`config.mk`:
```
export PLATFORM = sky130hd
export DESIGN_NAME = uart_receiver
export DESIGN_NICKNAME = d
export VERILOG_FILES = /design/src/rtl/uart_pkg.sv /design/src/rtl/uart_rx_synchronizer.sv /design/src/rtl/uart_receiver.sv
export SDC_FILE = /design/constraint.sdc
export NUM_CORES = 1
export LEC_CHECK = 0
export CORE_MARGIN = 3
export CORE_UTILIZATION = 44
export DETAILED_ROUTE_END_ITERATION = 10
export PLACE_DENSITY = 0.78
export SYNTH_ARGS = -nofsm -noshare
export SYNTH_HDL_FRONTEND = slang
export SYNTH_HIERARCHICAL = 1
export SYNTH_SLANG_ARGS = --single-unit
export TNS_END_PERCENT = 5
```
`constraint.sdc`:
```
create_clock -name Clock -period 2.3 [get_ports Clock]
set_input_delay 0.23 -clock Clock [delete_from_list [all_inputs] [get_ports Clock]]
set_output_delay 0.23 -clock Clock [all_outputs]
set_load 0.02 [all_outputs]
```
`src/rtl/uart_pkg.sv`:
```
// Shared definitions for the UART receiver: FSM state encoding and frame format constants.
package uart_pkg;

  typedef enum logic [2:0] {
    IDLE,
    START,
    DATA,
    PARITY,
    STOP1,
    STOP2,
    BREAK
  } rx_state_e;

  localparam int   FRAME_DATA_BITS = 8;
  localparam int   FRAME_STOP_BITS = 2;
  localparam logic IDLE_LEVEL      = 1'b1;

endpackage

```
`src/rtl/uart_rx_synchronizer.sv`:
```
// Two-flop synchroniser for the asynchronous serial line; resets to the idle line level.
module uart_rx_synchronizer
  import uart_pkg::*;
(
  input  logic Clock,
  input  logic Reset,
  input  logic d,
  output logic q
);

  logic meta;

  always_ff @(posedge Clock or negedge Reset) begin
    if (!Reset) begin
      meta <= IDLE_LEVEL;
      q    <= IDLE_LEVEL;
    end else begin
      meta <= d;
      q    <= meta;
    end
  end

endmodule

```
`src/rtl/uart_receiver.sv`:
```
// UART receiver: start, 8 data bits LSB first, even parity, 2 stop bits; single-entry output holder.
// Optional parity checking is enabled with `define UART_RX_PARITY_CHECK_EN.
// Handshake: a byte transfers on any posedge where DataValid && DataReady; DataOut/ParityError
// hold steady while DataValid=1 and DataReady=0, and a same-edge load keeps DataValid high.
module uart_receiver
  import uart_pkg::*;
#(
  parameter int CLOCKS_PER_BIT = 1
) (
  input  logic      Clock,
  input  logic      Reset,
  input  logic      SerialIn,
  output logic [7:0] DataOut,
  output logic      DataValid,
  input  logic      DataReady,
  output logic      ParityError,
  output logic      FramingError,
  output logic      Overrun,
  output rx_state_e DebugState
);

  localparam int         HALF     = (CLOCKS_PER_BIT - 1) / 2;
  localparam logic [3:0] RELOAD   = 4'(CLOCKS_PER_BIT - 1);
  localparam logic [3:0] HALF_M1  = 4'((HALF == 0) ? 0 : HALF - 1);
  localparam logic [2:0] LAST_BIT = 3'(FRAME_DATA_BITS - 1);

  logic      sync_in;
  rx_state_e state, state_n;
  logic [3:0] timer, timer_n;
  logic [2:0] bit_cnt, bit_cnt_n;
  logic [7:0] shift, shift_n;
  logic      load, fe_n, ov_n;
  logic      sample, holder_free;
`ifdef UART_RX_PARITY_CHECK_EN
  logic      par_bad, par_bad_n;
`endif

  uart_rx_synchronizer u_sync (
    .Clock (Clock),
    .Reset (Reset),
    .d     (SerialIn),
    .q     (sync_in)
  );

  assign sample      = (timer == 4'd0);
  assign holder_free = !DataValid || DataReady;
  assign DebugState  = state;

  always_comb begin
    state_n   = state;
    timer_n   = (timer != 4'd0) ? timer - 4'd1 : timer;
    bit_cnt_n = bit_cnt;
    shift_n   = shift;
    load      = 1'b0;
    fe_n      = 1'b0;
    ov_n      = 1'b0;
`ifdef UART_RX_PARITY_CHECK_EN
    par_bad_n = par_bad;
`endif
    case (state)
      IDLE: begin
        bit_cnt_n = 3'd0;
        if (!sync_in) begin
          // Very short bit periods have no room for a separate start-bit confirmation
          if (HALF == 0) begin
            state_n = DATA;
            timer_n = RELOAD;
          end else begin
            state_n = START;
            timer_n = HALF_M1;
          end
        end
      end
      START: if (sample) begin
        timer_n = RELOAD;
        state_n = sync_in ? IDLE : DATA;
      end
      DATA: if (sample) begin
        timer_n   = RELOAD;
        shift_n   = {sync_in, shift[7:1]};
        bit_cnt_n = bit_cnt + 3'd1;
        if (bit_cnt == LAST_BIT) state_n = PARITY;
      end
      PARITY: if (sample) begin
        timer_n = RELOAD;
`ifdef UART_RX_PARITY_CHECK_EN
        par_bad_n = ^{shift, sync_in};
`endif
        state_n = STOP1;
      end
      STOP1: if (sample) begin
        timer_n = RELOAD;
        if (!sync_in) begin
          fe_n    = 1'b1;
          state_n = BREAK;
        end else begin
          state_n = STOP2;
        end
      end
      STOP2: if (sample) begin
        timer_n = RELOAD;
        if (!sync_in) begin
          fe_n    = 1'b1;
          state_n = BREAK;
        end else begin
          state_n = IDLE;
          if (holder_free) load = 1'b1;
          else             ov_n = 1'b1;
        end
      end
      BREAK: if (sync_in) state_n = IDLE;
      default: state_n = IDLE;
    endcase
  end

  always_ff @(posedge Clock or negedge Reset) begin
    if (!Reset) begin
      state        <= IDLE;
      timer        <= 4'd0;
      bit_cnt      <= 3'd0;
      shift        <= 8'h00;
      DataOut      <= 8'h00;
      DataValid    <= 1'b0;
      FramingError <= 1'b0;
      Overrun      <= 1'b0;
    end else begin
      state        <= state_n;
      timer        <= timer_n;
      bit_cnt      <= bit_cnt_n;
      shift        <= shift_n;
      FramingError <= fe_n;
      Overrun      <= ov_n;
      if (load) begin
        DataOut   <= shift;
        DataValid <= 1'b1;
      end else if (DataValid && DataReady) begin
        DataValid <= 1'b0;
      end
    end
  end

`ifdef UART_RX_PARITY_CHECK_EN
  always_ff @(posedge Clock or negedge Reset) begin
    if (!Reset) begin
      par_bad     <= 1'b0;
      ParityError <= 1'b0;
    end else begin
      par_bad <= par_bad_n;
      if (load) ParityError <= par_bad;
    end
  end
`else
  assign ParityError = 1'b0;
`endif

endmodule
```
# [Word level (Yosys, flattened, before mapping)]
# Index checks and enable logic that the tools add are counted.
[totals] reg_bits=31 inputBits=4 output_inout_bits=15 elab_cells=71
[classes] add_sub_neg=2 eq_ne=15 muxes=31 n_reduce_logical=13
[ops] op="$mux 3" count=10
[ops] op="$pmux 3 s7" count=1
[ops] op="$ne 2x2->1 const B" count=7
[ops] op="$mux 1" count=13
[ops] op="$eq 3x3->1 const B" count=4
[ops] op="$mux 4" count=3
[ops] op="$pmux 4 s2" count=1
[ops] op="$reduce_and 8->1" count=1
[ops] op="$eq 3x2->1 const B" count=2
[ops] op="$pmux 3 s2" count=1
[ops] op="$reduce_or 5->1" count=1
[ops] op="$logic_not 4->1" count=1
[ops] op="$mux 2" count=2
[ops] op="$reduce_and 2->1" count=2
[ops] op="$reduce_bool 2->1" count=2
[ops] op="$reduce_bool 4->1" count=1
[ops] op="$sub 4x1->4 const B" count=1
[ops] op="$add 3x1->3 const B" count=1
[ops] op="$eq 3x1->1 const B" count=1
[ops] op="$logic_not 3->1" count=1
[ops] op="$ne 2x1->1 const B" count=1
[ops] op="$reduce_or 2->1" count=1
[ops] op="$logic_and 1x1->1" count=1
[ops] op="$logic_not 1->1" count=1
[ops] op="$logic_or 1x1->1" count=1

# [Depth between registers and ports, before layout]
[logic_depth] ltp_word=7 depth_mapped=8 mapped_depth_nobuf=8

# [Hierarchy]
# The synthesis kept the hierarchy.
[modules_own_cells] module="uart_receiver" instances=1 cells_per_inst=109 area_per_inst_um2=1390.1
[modules_own_cells] module="uart_rx_synchronizer" instances=1 cells_per_inst=2 area_per_inst_um2=52.6

# [Worst setup path before layout]
# No wires, ideal clock.
[synth_timing] path_kind="register to register" start="reg timer[0]" end="reg bit_cnt[2]" arrival_ns=1.854 t_required_ns=2.175 setup_slack_ns=0.321 stages_incl_launch_ff=8 n_path_buf=1 synth_period_minus_slack_ns=1.979 path_cell_list="dfrtp_1 inv_1 ha_1 nor3b_4 inv_2 or3_4 buf_6 mux2_4"
[synth_via] elab_chain_cells=3
[synth_rtl] item="start, declared" line_no="uart_receiver.sv:29" text="logic [3:0] timer, timer_n;"
[synth_rtl] item="start signal, assigned" line_no="uart_receiver.sv:128" text="timer <= timer_n;"
[synth_rtl] item="$logic_not 4->1" line_no="uart_receiver.sv:45" text="assign sample = (timer == 4'd0);"
[synth_rtl] item="$ne 2x2->1 (no source line)"
[synth_rtl] item="$reduce_and 2->1 (no source line)"
[synth_rtl] item="end signal, assigned" line_no="uart_receiver.sv:129" text="bit_cnt <= bit_cnt_n;"
[synth_rtl] item="end, declared" line_no="uart_receiver.sv:30" text="logic [2:0] bit_cnt, bit_cnt_n;"
# No other way between the ends.
# A chain may end at the register's enable or synchronous reset.

# [Worst setup path in the final report]
[layout_timing] start="reg timer[0]" end="reg shift[7]"
[layout_via] elab_chain_cells=2
[layout_rtl] item="$logic_not 4->1" line_no="uart_receiver.sv:45"
[layout_rtl] item="$reduce_and 2->1 (no source line)"
[layout_rtl] item="end signal, assigned" line_no="uart_receiver.sv:130" text="shift <= shift_n;"
[layout_rtl] item="end, declared" line_no="uart_receiver.sv:31" text="logic [7:0] shift, shift_n;"
# No other way between the ends.

==> reports/qor.txt <==
XOR/XNOR Fraction of Synth Area: 0%
die area: 0.00400 mm²
Yosys cell types: 35
Startpoint Class: flop
Port Buffers: 17
ant diodes: 0
nets@finish: 141
final setup vio count: 0
slowest cell on the critical path: or3_4
Tot Pwr: 1.90 mW
RSZ-0062 raised after global routing: false
Final min period: 1950 ps
drt pass-1 iters: 4
post-synthesis mux area share: 20.6%
post-synthesis cell count: 111
FF+latch area: 778 µm²
Final Hold Vio Count: 0
Max IR drop VDD: 0.403 mV
Die H: 63.3 µm
Initial Util: 46.5%
Num CTS Buffers: 5
Die Width: 63.3 µm
Overall Global Routing Usage: 13.0%
area of the multi-input gates: 611 µm²
Req. time, crit path: 2510 ps
most frequent cell after synthesis: dfrtp_1
Worst Setup End Kind: flop
initial DRC count: 43
leakage dissipation: 0.816 nW
Vias: 896
cell area after synthesis: 0.00144 mm²
Max Fanout on Critical Path: 11
Remaining DRCs: 0
WP buf/inv: 2
CTS Root Cell: clkbuf_4
CTS max path bufs: 2
share of cells above drive strength 1: 26.1%
asr flop ratio synth: 100%
Rows: 20
# fillers: 295
crit path kind: reg -> reg
maxcap violations: 0
Power Density: 1100 mW/mm²
R2R setup slack: 350 ps
Area growth syn-to-layout: 19.4%
latest clock arrival within the worst-skew pair: 330 ps
Synth Area in Adders: 3.47%
CTS resizes: 0
YS warnings: 6
CP Capture Point: shift[7]
DR vias/cell: 5.03
largest cells by area after synthesis: dfrtp_1 50%, mux2_4 9.4%, mux2_2 7.8%
r2r worst-path depth: 6
grt ovf: 0
main combinational cell family by area after synthesis: multiplexers
crit path cell chain: inv_1, ha_1, nor3b_4, inv_2, or3_4, mux2_4
Syn Area/Cell: 13.0 µm²
critical path launch point: timer[0]
ys flop type: dfrtp_1
dpl hpwl: 1640 µm
Worst R2R End: shift[7]
Ports: 19
EDFF count, synth: 0
Synth Area in Compound Gates: 5.29%
Data arrival, critical path: 2160 ps
Post-Synth Simple-Gate Area: 12.7%
critical path depth: 6
drt wl/cell: 12.8 µm
Hold Buf Count CTS: 0
clk_skew: 10.0 ps
fin crit share: 84.8%
antenna violations before repair: 0
Placer Congestion: 0.794
top cell type's share of synthesized area: 50.3%
Seq/Total Area, Yosys: 53.9%
Post-CTS Setup Bufs: 0
core area: 0.00310 mm²
area leader, netlist: dfrtp_1
reg-to-reg startpoint: timer[0]
pin count of the biggest net entering global routing: 32
routed wire length: 2270 µm
H-tree depth reported by CTS: 2
vias in the first global route: 846
CTS Sinks: 31
outcome: finished clean
setup TNS: 0 ps
first-pass GRT wire length: 3960 µm
Highest Clock Rate: 0.513 GHz
CTS tree: done
family with the most delay on the worst path: simple AND/OR/NAND/NOR gates
max-slew violation count: 0
Worst-path clk slew: 100 ps
#FFs+latches synth: 31
number of antenna-violating nets in the routed design: 0
Hold Crit Class: in -> async
CP max stage delay: 480 ps
Synth top cells by count: 29 x dfrtp_1, 10 x mux2_2, 9 x mux2_4
Mapped Nets: 119
-- cell usage in the layout, fill, tap and decap left out, types with 3 or more instances in the layout --
| master | instances |
|---|---|
| dfrtp_1 | 29 |
| clkdlybuf4s50_1 | 17 |
| mux2_2 | 10 |
| mux2_4 | 9 |
| a21oi_1 | 6 |
| nor2_1 | 5 |
| mux2i_1 | 5 |
| clkbuf_4 | 5 |
| inv_1 | 4 |
| nand2b_1 | 4 |
| ha_1 | 4 |
| buf_4 | 4 |
| nor2b_1 | 3 |
-- layout make-up --
cell class | instances | share of cell area [%]
Sequential cell | 31 | 45.2
Timing Repair Buffer | 21 | 11.6
Tap cell | 44 | 3.20
Inverter | 5 | 1.09
Clock inverter | 1 | 0.290
Multi-Input combinational cell | 69 | 35.4
Clock buffer | 7 | 3.20
-- routing by layer --
layer	GRT usage, %	share of wire, %	vias up
li1	-	-	435
met1	16.3	48	437
met3	4.81	4.0	5
met2	19.2	46	19
met4	7.55	2.2	0
met5	0	0	-
-- through the flow --
stage / instance area (µm²) / utilization [%] / setup slack [ps] / std cells / hold WS (ps)
3_3_place_gp: 1660 / 53.6 / 455 / 170 / 347
5_1_grt: 1720 / 55.5 / 276 / 178 / 279
2_1_floorplan: 1440 / - / 321 / 111 / -65.6
3_5_place_dp: 1660 / 53.6 / 378 / 170 / 347
6_report: 1720 / 55.5 / 350 / 178 / 292
4_1_cts: 1720 / 55.5 / 355 / 178 / 293
-- logic make-up (layout without fill, tap and decap cells) --
group | Yosys count | after routing
simple gates | 27 | 27
flops | 31 | 31
compound gates | 13 | 13
mux | 24 | 24
buf+inv | 11 | 34
other cells | 1 | 1
fa+ha+maj | 4 | 4
-- worst min-delay path by stage --
| stage | from | endpoint | slack (ps) | cells after the start |
|---|---|---|---|---|
| final | Reset | DataValid | 290 | 2 |
| after global routing | SerialIn | u_sync/meta | 280 | 1 |
| after CTS | Reset | DataValid | 290 | 2 |
| after detailed placement | u_sync/meta | u_sync/q | 350 | 0 |
| after global placement | u_sync/meta | u_sync/q | 350 | 0 |
| after floorplan | Reset | DataOut[0] | -70 | 0 |
-- where the power goes --
| group | switching [mW] | internal (mW) |
|---|---|---|
| clock network | 0.176 | 0.148 |
| logic | 0.280 | 0.440 |
| registers | 0.146 | 0.705 |
| total | 0.602 | 1.29 |
-- flip-flops by register name, indices dropped and copies added (netlist names) --
signal and flops:
timer 4, Overrun 1, u_sync/q 1, DataValid 1, DebugState 3, shift 8
DataOut 8, FramingError 1, bit_cnt 3, u_sync/meta 1
(Power assumes the default switching activity.)
